==> config.mk <==
export PLATFORM = sky130hd
export DESIGN_NAME = dmem_copy_dma
export DESIGN_NICKNAME = d
export VERILOG_FILES = /design/src/rtl/dmem_copy_dma.sv
export SDC_FILE = /design/constraint.sdc
export NUM_CORES = 1
export LEC_CHECK = 0
export CORE_ASPECT_RATIO = 0.9
export CORE_MARGIN = 3
export CORE_UTILIZATION = 35
export CTS_CLUSTER_SIZE = 10
export DETAILED_ROUTE_END_ITERATION = 10
export PLACE_DENSITY = 0.66
export SLEW_MARGIN = 20
export SYNTH_ARGS = -nofsm -noshare
export SYNTH_HDL_FRONTEND = slang
export SYNTH_SLANG_ARGS = --single-unit
==> constraint.sdc <==
create_clock -name clk -period 7.85 [get_ports clk]
set_clock_uncertainty 0.15 [all_clocks]
set_input_delay 1.57 -clock clk [delete_from_list [all_inputs] [get_ports clk]]
set_output_delay 1.57 -clock clk [all_outputs]
set_load 0.005 [all_outputs]
==> src/rtl/dmem_copy_dma.sv <==
// Word-granular block-copy initiator for the data-memory stall/handshake port.
// Optional DMEM_COPY_DMA_FILL_EN adds a fill mode that writes a constant word to the destination range.
module dmem_copy_dma #(
    parameter int LEN_W = 16
) (
    input  logic             clk,
    input  logic             rst_n,
    input  logic             start,
    input  logic [31:0]      src_addr,
    input  logic [31:0]      dst_addr,
    input  logic [LEN_W-1:0] len_words,
    input  logic             abort,
`ifdef DMEM_COPY_DMA_FILL_EN
    input  logic             fill,
    input  logic [31:0]      fill_value,
`endif
    output logic             busy,
    output logic             done,
    output logic             err,
    output logic [LEN_W-1:0] words_done,
    output logic [31:0]      mem_addr,
    output logic [31:0]      mem_write_data,
    output logic             mem_memread,
    output logic             mem_memwrite,
    output logic [3:0]       mem_sign_mask,
    input  logic             mem_clk_stall,
    input  logic [31:0]      mem_read_data
);

    typedef enum logic [2:0] {
        IDLE,
        RD_ISSUE,
        RD_WAIT,
        WR_ISSUE,
        WR_WAIT,
        DONE
    } state_t;

    state_t           state;
    state_t           state_nx;
    logic [31:0]      src_cur;
    logic [31:0]      dst_cur;
    logic [31:0]      word_reg;
    logic [31:0]      src_nx;
    logic [31:0]      dst_nx;
    logic [31:0]      word_nx;
    logic [31:0]      fill_word;
    logic [LEN_W-1:0] len_cur;
    logic [LEN_W-1:0] words_inc;
    logic             fill_mode;
    logic             start_fill;
    logic             misaligned;
    logic             accept;
    logic             word_done;

`ifdef DMEM_COPY_DMA_FILL_EN
    assign start_fill = fill;
    assign fill_word  = fill_value;
`else
    assign start_fill = 1'b0;
    assign fill_word  = '0;
`endif

    // Fill never reads, so only the destination alignment matters there.
    assign misaligned = start_fill ? (dst_addr[1:0] != 2'b00)
                                   : ((src_addr[1:0] | dst_addr[1:0]) != 2'b00);
    assign accept        = (state == IDLE) && start;
    assign words_inc     = words_done + 1'b1;
    assign word_done     = (state == WR_WAIT) && !mem_clk_stall;
    assign mem_sign_mask = 4'b0100;

    always_comb begin
        state_nx = state;
        src_nx   = src_cur;
        dst_nx   = dst_cur;
        word_nx  = word_reg;
        unique case (state)
            IDLE: begin
                if (start) begin
                    src_nx  = src_addr;
                    dst_nx  = dst_addr;
                    word_nx = fill_word;
                    if ((len_words == '0) || misaligned) state_nx = DONE;
                    else if (start_fill)                 state_nx = WR_ISSUE;
                    else                                 state_nx = RD_ISSUE;
                end
            end
            RD_ISSUE: state_nx = RD_WAIT;
            RD_WAIT: begin
                if (!mem_clk_stall) begin
                    word_nx  = mem_read_data;
                    state_nx = WR_ISSUE;
                end
            end
            WR_ISSUE: state_nx = WR_WAIT;
            WR_WAIT: begin
                if (!mem_clk_stall) begin
                    src_nx = src_cur + 32'd4;
                    dst_nx = dst_cur + 32'd4;
                    if ((words_inc == len_cur) || abort) state_nx = DONE;
                    else if (fill_mode)                  state_nx = WR_ISSUE;
                    else                                 state_nx = RD_ISSUE;
                end
            end
            DONE:    state_nx = IDLE;
            default: state_nx = IDLE;
        endcase
    end

    always_ff @(posedge clk or negedge rst_n) begin
        if (!rst_n) state <= IDLE;
        else        state <= state_nx;
    end

    // Request outputs are registered from the next state so they are high during the ISSUE cycle itself.
    always_ff @(posedge clk or negedge rst_n) begin
        if (!rst_n) begin
            src_cur        <= '0;
            dst_cur        <= '0;
            word_reg       <= '0;
            len_cur        <= '0;
            fill_mode      <= 1'b0;
            busy           <= 1'b0;
            done           <= 1'b0;
            err            <= 1'b0;
            words_done     <= '0;
            mem_addr       <= '0;
            mem_write_data <= '0;
            mem_memread    <= 1'b0;
            mem_memwrite   <= 1'b0;
        end else begin
            src_cur      <= src_nx;
            dst_cur      <= dst_nx;
            word_reg     <= word_nx;
            busy         <= (state_nx != IDLE);
            done         <= (state == DONE);
            mem_memread  <= (state_nx == RD_ISSUE);
            mem_memwrite <= (state_nx == WR_ISSUE);
            if (state_nx == RD_ISSUE)      mem_addr <= src_nx;
            else if (state_nx == WR_ISSUE) mem_addr <= dst_nx;
            if (state_nx == WR_ISSUE) mem_write_data <= word_nx;
            if (accept) begin
                len_cur    <= len_words;
                fill_mode  <= start_fill;
                err        <= misaligned;
                words_done <= '0;
            end else if (word_done) begin
                words_done <= words_inc;
            end
        end
    end

endmodule

After elaboration in Yosys (flattened, before gate mapping). Index checks and enable logic that the tools add are counted.

Register bits after elaboration: 200. Input bits: 117. Logic and storage cells: 55.

Add/sub/neg operators: 3. Equal/unequal tests: 8. Muxes and demuxes: 19. Bitwise operators: 1. Reduce and logical (&&, ||, !) cells: 11.

Operator list (number): 2-to-1 mux 32 bit (8); one-hot mux 32 bit (2 select lines) (3); adder 32 x 3 -> 32 bit (second input constant) (2); 2-to-1 mux 16 bit (2); adder 16 x 1 -> 16 bit (second input constant) (1); == test 16 bit (1); logical NOT 16 bit (1); 2-to-1 mux 3 bit (5); one-hot mux 3 bit (5 select lines) (1); == test 3 x 2 -> 1 bit (second input constant) (3); == test 3 x 1 -> 1 bit (second input constant) (2); == test 3 bit (second input constant) (2); nonzero test 2 bit (3); logical NOT 3 bit (1); nonzero test 3 bit (1); logical AND 1 bit (2); logical OR 1 bit (2); OR 2 bit (1); logical NOT 1 bit (1).

Longest topological paths before layout. Gate-level depths: netlist (run 1).

Word-level depth: 9. Depth in mapped cells: 13. Mapped depth without buffers: 9.

Worst setup path after synthesis (run 1). No wires, ideal clock.

Path type: input to register. From: in mem_clk_stall. To: reg mem_addr[30]. Arrival: 3346 ps. Required time: 7574 ps. Slack: 4228 ps. Stages on the path: 9. Cell sequence: nand4b_1 > nor3_1 > and3_1 > clkbuf_1 > nor3b_2 > nand4_1 > mux2i_1 > o21ai_0 > a221o_1.

Elaborated cells between the ends (all ways): 12. Those cells by class: eq/ne (2); mux (9); reduce/logical (1).

RTL lines: from (decl) (line 26) `input logic mem_clk_stall,`; 2-to-1 mux 32 bit (line 97) `if (!mem_clk_stall) begin`; one-hot mux 32 bit (2 select lines) (line 77) `unique case (state)`; net src_nx[30] (line 44) `logic [31:0] src_nx;`; 2-to-1 mux 32 bit (line 139) `if (state_nx == RD_ISSUE) mem_addr <= src_nx;`; to (signal assigned) (line 139); to (signal assigned) (line 140) `else if (state_nx == WR_ISSUE) mem_addr <= dst_nx;`; to (decl) (line 21) `output logic [31:0] mem_addr,`.

The timed path passes the listed nets, and every way through them passes these cells. The select of a mux whose other input is x is not followed. A chain may end at the register's enable or synchronous reset.

Worst setup path in the final report (run 1).
From: in start. To: reg mem_addr[21].

Cells in the longest elaborated chain, start to end: 4. Elaborated cells between the ends (all ways): 11. Those cells by class: eq/ne (2); mux (8); reduce/logical (1).

RTL lines: from (decl) (line 8) `input logic start,`; 2-to-1 mux 3 bit / 2-to-1 mux 32 bit (equally long branches) (line 79) `if (start) begin`; one-hot mux 3 bit (5 select lines) / one-hot mux 32 bit (2 select lines) (equally long branches) (line 77); == test 3 x 1 -> 1 bit, or another cell as far along (line 139); 2-to-1 mux 32 bit / nonzero test 2 bit (equally long branches).

Several ways; a longest one is shown, not always the timed one. The select of a mux whose other input is x is not followed.

==> impl_metrics.json, run 1 <==
{
  "cts.htree.levels": 4,
  "cts-root-buf": "clkbuf_16",
  "syn_inst": 1035,
  "slew_headroom_pct": 38.0,
  "setup_viol": 0,
  "synth_top_family_by_area": "simple AND/OR/NAND/NOR gates",
  "p_leak_nw": 5.00,
  "antenna_left": 0,
  "tightest_slew_ps": 927,
  "fin_crit_sh_pct": 58.9,
  "cp_cell_sequence": "clkdlybuf4s50_1, buf_4, o21ai_1, a21oi_1, and3_1, a22o_1, buf_4, nor2_4, a221o_1",
  "synth_edf_count": 0,
  "synth_top_cell_by_area": "dfrtp_1",
  "drive_gt1_share_pct": 5.12,
  "power.total_w": 0.00450,
  "die_height_um": 158,
  "ios": 206,
  "cts_tree": "done",
  "syn_area_um2": 8950,
  "grt_overflow": 0,
  "clkSlewWorstSetupHoldPaths_ps": 70,
  "rows": 54,
  "vdd_drop_max_v": 0.000254,
  "cts_sinks": 169,
  "nets": 1317,
  "yosysWarningCount": 0,
  "fmax_mhz": 216,
  "wirelength_mm": 28.7,
  "fin_cells": 1546,
  "initial_utilization_pct": 36.3,
  "status": "completed",
  "drt_iter0_drc": 936,
  "crit_fanout": 36,
  "layout_setup_ws_ps": 3230,
  "die-area_um2": 27500,
  "yosys.area.top_type_share_pct": 47.3,
  "rrSetupSlack_ps": 3960,
  "vias_per_cell": 5.52,
  "final_util_pct": 47.6,
  "r2r-start": "state[2]",
  "grt_max_degree": 107,
  "ys_seq_elements": 169,
  "insertion_delay_ps": 430,
  "cts_buffers": 17,
  "hold_end": "mem_write_data[15]",
  "clock_path_buffers": 2,
  "cts_setup_buffers": 0,
  "synthSimpleGateAreaFrac_pct": 23.9,
  "hold_class": "flop to flop",
  "rsz0062_at_grt": "false",
  "synth.distinct_cells": 64,
  "path_common_cell": "buf_4",
  "rr_worst_depth": 11,
  "synth_xor_area_share_pct": 2.74,
  "gp_congestion": 0.875,
  "cpPeakStageDelay_ps": 740,
  "hold_buffers": 0,
  "synth_flop_cell": "dfrtp_1",
  "cp_slowest_cell": "a21oi_1",
  "grt_pass1_vias": 7836,
  "route.detailed.drc": 0,
  "hpwl_mm": 19.7,
  "die_x_um": 175,
  "vias": 8538,
  "antenna_found_initial": 1,
  "fin_crit_ps": 4620,
  "synth_compound_area_share_pct": 18.7,
  "async_reset_ff_share_pct": 100,
  "post-place-cells": 1513,
  "final_common_cell": "nand2_1",
  "drt_pass1_iterations": 6,
  "final_cell_mix": "257 x nand2_1, 200 x clkdlybuf4s50_1, 168 x dfrtp_1",
  "dp_worst_setup_slack_ps": 2810,
  "min_from": "mem_write_data[15]",
  "synthAdderAreaFrac_pct": 0.419,
  "maxCapViolations": 0,
  "synth-seq-area-share_pct": 47.3,
  "coreArea_um2": 24700,
  "grt_use_total_pct": 20.4,
  "cp.required_ps": 8010,
  "synthMuxAreaShare_pct": 2.36,
  "area.growth.synth_to_final_pct": 31.2,
  "grt_pass1_wl_mm": 44.4,
  "worstSetupStartpointType": "input port",
  "end_kind": "flop",
  "critical_path_class": "input port to flop",
  "p_per_area_nw_per_um2": 383,
  "min_path_cells": 2,
  "cts_resized": 0,
  "finalSetupTns_ps": 0,
  "port-buffer-count": 201,
  "arrival_ps": 4790,
  "finalHoldViolations": 0,
  "final-max-slew-violation-count": 0,
  "wl_per_cell_um": 18.5,
  "n_antenna_cell": 0,
  "synth_area_leaders": "dfrtp_1 47%, nand2_1 11%, a21oi_1 4.0%, a221o_1 3.5%, o21ai_0 3.2%",
  "syn_avg_cell_area_um2": 8.65,
  "regToRegEndpoint": "mem_addr[6]"
}
layer usage:
metal	vias up	track usage, %	part of all wire (%)
met5	-	0	0.045
met4	2	6.15	1.8
met3	36	5.32	8.6
met2	374	29.8	43
met1	4107	29.7	46
li1	4019	-	-
layout make-up:
class	instances	area (um2)
clock buffer	17	425
clock inverter	15	153
fill	2366	12900
inverter	10	37.5
multi-input combinational	785	4350
sequential	169	4230
tap	336	420
timing repair buffer	214	2130
power breakdown:
part	internal [W]	total, W	switching [W]
Clock	0.000425	0.000828	0.000404
Sequential	0.00127	0.00164	0.000374
Combinational	0.000907	0.00203	0.00112
Total	0.00260	0.00450	0.00190
cells by family after synthesis:
| logic type | Yosys count |
|---|---|
| and+or+nand+nor | 471 |
| AOI/OAI and AO/OA | 258 |
| DFF | 169 |
| buffers and inverters | 83 |
| xor gates and xnor gates | 28 |
| muxes | 21 |
| adders and majority gates | 3 |
| other | 2 |
critical path: cells and delay by family:
family	cells	cell delay (ps)
buffers and inverters	3	1210
AOI/OAI and AO/OA	4	1420
and+or+nand+nor	2	520
metrics by stage:
stage,hold WS [ps],cell area [um2]
6_report,324,11700
4_1_cts,330,11700
3_3_place_gp,306,11100
3_5_place_dp,313,11100
2_1_floorplan,289,8960
5_1_grt,342,11700
cell usage after synthesis (all sizes together) (6+ instances only):
library cell  count
clkbuf           43
a22oi            12
a31oi             9
nand4            12
xor2             10
a221o            31
nor3             13
mux2i            20
and3             14
xnor2            18
o31ai             6
nor4             18
nor2             66
inv              10
and2             11
nand3            45
dfrtp           169
nand2           257
o311ai            8
o22ai            31
and4             10
o21ai            61
buf              30
a21oi            73
worst max path at each step:
| stage | start | endpoint | cells after the start |
|---|---|---|---|
| after CTS | start | mem_addr[6] | 9 |
| after detailed placement | start | mem_addr[6] | 9 |
| final | start | mem_addr[21] | 9 |
| after floorplan | mem_clk_stall | mem_addr[30] | 9 |
| after global routing | start | mem_addr[3] | 9 |
| after global placement | start | mem_addr[26] | 9 |
(Power assumes the default switching activity.)
==> inputs of run 2 (changes only) <==
- PLACE_DENSITY: 0.66 -> 0.69
- clock period: 7.85 -> 4.09 ns (I/O delays scaled with it)
==> run 2 against run 1 <==
  * Cell area rose by 1.2%
  * Setup slack got worse by 2500 ps
  * Combinational power rose by 93%
  * Count of clock-buffer cells in the layout did not move
  * Die area did not move
  * Critical path type is now flop to flop
==> impl_metrics.json, run 2 (synthesis results as in run 1) <==
{
  "status": "completed",
  "fillers": 2316,
  "final-max-slew-violation-count": 0,
  "crit_buf_inv": 2,
  "maxCapViolations": 0,
  "p_leak_nw": 5.08,
  "ios": 206,
  "cts.htree.levels": 4,
  "clkSlewWorstSetupHoldPaths_ps": 80,
  "clock_path_buffers": 2,
  "cts_tree": "done",
  "cts_sinks": 169,
  "critical_path_class": "flop to flop",
  "final_common_cell": "nand2_1",
  "multi_input_area_um2": 4340,
  "vdd_drop_max_v": 0.000439,
  "setup_viol": 0,
  "port-buffer-count": 201,
  "cp_slowest_cell": "dfrtp_1",
  "r2r-start": "words_done[0]",
  "grt_use_total_pct": 20.2,
  "drt_iter0_drc": 795,
  "dpl_cell_area_um2": 11300,
  "regToRegEndpoint": "mem_addr[29]",
  "rows": 54,
  "cts-root-buf": "clkbuf_16",
  "wl_per_cell_um": 18.2,
  "tightest_slew_ps": 744,
  "die_height_um": 158,
  "crit_end": "mem_addr[29]",
  "hpwl_mm": 20.1,
  "wirelength_mm": 28.5,
  "arrival_ps": 3590,
  "cpPeakStageDelay_ps": 500,
  "nets": 1333,
  "insertion_delay_ps": 440,
  "die-area_um2": 27500,
  "drive_gt1_share_pct": 6.36,
  "hold_class": "input port to async pin",
  "rrSetupSlack_ps": 720,
  "gp_congestion": 0.842,
  "area.growth.synth_to_final_pct": 32.8,
  "initial_utilization_pct": 36.3,
  "hold_ws_ps": 114,
  "cp_cell_sequence": "ha_1, and4_1, nand2_1, o41a_1, a211oi_2, nand4_1, a22o_1, buf_4, nor2_4, buf_4, a221o_1",
  "finalHoldViolations": 0,
  "grt_pass1_wl_mm": 44.3,
  "drt_pass1_iterations": 5,
  "antenna_left": 0,
  "fin_crit_sh_pct": 82.5,
  "vias": 8500,
  "final_cell_mix": "257 x nand2_1, 200 x clkdlybuf4s50_1, 168 x dfrtp_1",
  "rr_worst_depth": 11,
  "cp_top_family": "compound AO/OA/AOI/OAI gates",
  "fmax_mhz": 296,
  "finalInstanceArea_um2": 11900,
  "end_kind": "flop",
  "finalSetupTns_ps": 0,
  "path_common_cell": "buf_4",
  "grt_overflow": 0,
  "cts_resized": 0,
  "ff_latch_area_um2": 4230,
  "p_per_area_nw_per_um2": 737,
  "crit_fanout": 28,
  "rsz0062_at_grt": "false",
  "timing.critical_path.from": "words_done[0]",
  "hold_buffers": 0,
  "vias_per_cell": 5.44,
  "cts_setup_buffers": 0,
  "grt_max_degree": 104,
  "worstSetupStartpointType": "flop",
  "die_x_um": 175,
  "crit_cells": 11,
  "antenna_found_initial": 0,
  "coreArea_um2": 24700,
  "cp.required_ps": 4310,
  "fin_crit_ps": 3370,
  "grt_pass1_vias": 7793,
  "cts_buffers": 17,
  "route.detailed.drc": 0,
  "slew_headroom_pct": 50.3
}
==> run 2: area by class of cell <==
cell class / instances / share of cell area [%]
Clock inverter: 15 / 1.53
Clock buffer: 17 / 3.58
Sequential cell: 169 / 35.6
Tap cell: 336 / 3.54
Inverter: 10 / 0.316
Antenna cell: 1 / 0.0211
Multi-Input combinational cell: 785 / 36.5
Timing Repair Buffer: 230 / 18.9
==> run 2: report_power, final <==
group,switching [W],internal (W)
registers,0.000747,0.00243
logic,0.00211,0.00180
clock network,0.000786,0.000879
total,0.00365,0.00511
==> run 2: layer usage <==
| metal | global-route usage [%] | vias to the layer above | part of all wire, % |
|---|---|---|---|
| li1 | - | 4055 | - |
| met5 | 0 | - | 0 |
| met4 | 5.55 | 0 | 1.7 |
| met1 | 29.0 | 4065 | 45 |
| met2 | 29.9 | 354 | 44 |
| met3 | 5.90 | 26 | 9.3 |
==> run 2: worst register-to-register path: stages (launching register included) <==
cell and delay, ps:
dfrtp_1 500, ha_1 350, and4_1 360, nand2_1 120, o41a_1 350, a211oi_2 180
nand4_1 170, a22o_1 260, buf_4 170, nor2_4 100, buf_4 340, a221o_1 240
==> run 2: through the flow <==
stage          utilization (%)  power (W)  worst slack [ps]  std cells
6_report                  48.2    0.00876               717       1563
5_1_grt                   48.2    0.00937               539       1562
4_1_cts                   48.2    0.00876               767       1562
3_5_place_dp              45.7    0.00707               548       1530
3_3_place_gp              45.7    0.00697               612       1530
2_1_floorplan                -    0.00541              1220       1037
==> run 2: how the worst min path moves through the flow <==
stage	start	end	slack [ps]
2_1_floorplan	dst_cur[0]	dst_cur[0]	290
3_3_place_gp	dst_cur[0]	dst_cur[0]	300
3_5_place_dp	src_cur[0]	src_cur[0]	310
4_1_cts	rst_n	len_cur[3]	110
5_1_grt	rst_n	len_cur[2]	140
6_report	rst_n	len_cur[3]	110
==> inputs of run 3 (changes only) <==
- clock period: 4.09 -> 3 ns (I/O delays scaled with it)
==> run 3 against run 2 <==
  * Non-clock buffer count increased by 45
  * Hold slack better by 210 ps
  * Setup slack got worse by 580 ps
  * First-iteration DRC count fell by 0.75%
  * Critical path depth is the same
  * Global-route usage is 0.34 points higher
==> impl_metrics.json, run 3 (synthesis results as in run 1) <==
{
  "final_common_cell": "nand2_1",
  "cts.htree.levels": 4,
  "initial_utilization_pct": 36.3,
  "antenna_found_initial": 1,
  "ios": 206,
  "tightest_slew_ps": 578,
  "cts_setup_buffers": 0,
  "grt_pass1_wl_mm": 45.5,
  "multi_input_area_um2": 4360,
  "wl_per_cell_um": 17.9,
  "drive_gt1_share_pct": 10.1,
  "fin_crit_sh_pct": 95.3,
  "cts-root-buf": "clkbuf_16",
  "setup_viol": 0,
  "fmax_mhz": 350,
  "cts_buffers": 17,
  "die_x_um": 175,
  "layout_setup_ws_ps": 140,
  "clkSlewWorstSetupHoldPaths_ps": 70,
  "route.detailed.drc": 0,
  "p_leak_nw": 5.32,
  "crit_fanout": 34,
  "vdd_drop_max_v": 0.000506,
  "min_path_cells": 2,
  "hpwl_mm": 20.6,
  "hold_class": "flop to flop",
  "min_from": "mem_write_data[29]",
  "drt_pass1_iterations": 5,
  "final_cell_mix": "257 x nand2_1, 200 x clkdlybuf4s50_1, 166 x dfrtp_1",
  "die-area_um2": 27500,
  "grt_use_total_pct": 20.6,
  "p_per_area_nw_per_um2": 992,
  "cts_sinks": 169,
  "end_kind": "flop",
  "hold_end": "mem_write_data[29]",
  "vias_per_cell": 5.43,
  "clock_path_buffers": 2,
  "cts_tree": "done",
  "drt_iter0_drc": 789,
  "r2r-start": "words_done[0]",
  "port-buffer-count": 201,
  "finalSetupTns_ps": 0,
  "vias": 8729,
  "wirelength_mm": 28.8,
  "critical_path_class": "flop to flop",
  "worstSetupStartpointType": "flop",
  "arrival_ps": 3070,
  "coreArea_um2": 24700,
  "rows": 54,
  "grt_overflow": 0,
  "fin_crit_ps": 2860,
  "insertion_delay_ps": 430,
  "ff_latch_area_um2": 4230,
  "area.growth.synth_to_final_pct": 37.5,
  "rrSetupSlack_ps": 140,
  "slew_headroom_pct": 61.1,
  "rr_worst_depth": 11,
  "maxCapViolations": 0,
  "grt_max_degree": 74,
  "status": "completed",
  "fillers": 2319,
  "nets": 1378,
  "die_height_um": 158,
  "final-max-slew-violation-count": 0,
  "regToRegEndpoint": "mem_addr[16]",
  "n_antenna_cell": 0,
  "cp.required_ps": 3210,
  "grt_pass1_vias": 8324,
  "antenna_left": 0,
  "gp_congestion": 0.886,
  "dp_worst_setup_slack_ps": -252,
  "rsz0062_at_grt": "true",
  "finalHoldViolations": 0
}
run 3: cell type report:
cell class | instances | share of cell area (%)
clock buffer | 18 | 3.57
clock inverter | 14 | 1.25
inverter | 10 | 0.305
multi-input combinational | 785 | 35.4
sequential | 169 | 34.4
tap | 336 | 3.42
timing repair buffer | 275 | 21.6
run 3: metal layers:
layer	GRT usage (%)	part of all wire [%]	vias up
met3	6.04	9.1	36
met4	6.23	1.8	2
met5	0	0.028	-
met2	30.7	44	378
li1	-	-	4138
met1	29.0	45	4175
run 3: report_power, final:
| part | total [W] | internal (W) | switching, W |
|---|---|---|---|
| clock | 0.00224 | 0.00121 | 0.00104 |
| combinational | 0.00570 | 0.00267 | 0.00303 |
| sequential | 0.00426 | 0.00332 | 0.000945 |
| total | 0.0122 | 0.00720 | 0.00501 |
run 3: what timing repair did:
action,4_1_cts,5_1_grt
hold buffers,1,0
gates resized for setup,0,8
hold endpoints to repair,28,0
setup endpoints to repair,0,31
run 3: worst max-delay path by stage:
stage,startpoint,end,slack [ps]
final,words_done[0],mem_addr[16],140
after floorplan,words_done[0],mem_addr[10],290
after global routing,words_done[0],mem_addr[18],-2
after detailed placement,len_words[10],mem_addr[29],-250
after global placement,len_words[10],mem_addr[29],-210
after CTS,words_done[0],mem_addr[29],60
run 3: through the flow:
| step | std cells | hold WS, ps | cell area (um2) | utilization, % | power [W] |
|---|---|---|---|---|---|
| after detailed placement | 1574 | 312 | 11700 | 47.4 | 0.00992 |
| after CTS | 1607 | 329 | 12300 | 49.8 | 0.0122 |
| after global placement | 1574 | 304 | 11700 | 47.4 | 0.00975 |
| final | 1607 | 321 | 12300 | 49.9 | 0.0122 |
| after floorplan | 1037 | 154 | 8960 | - | 0.00737 |
| after global routing | 1607 | 352 | 12300 | 49.9 | 0.0130 |
run 3: critical path, stage by stage, from the launching register on:
cell      delay (ps)
dfrtp_1          360
buf_4            150
and4_4           290
nand3_4           90
or3_1            390
a211oi_2         240
nand4_1          170
a22o_1           270
buf_12           170
nor2_4           120
buf_12           200
a221o_1          170
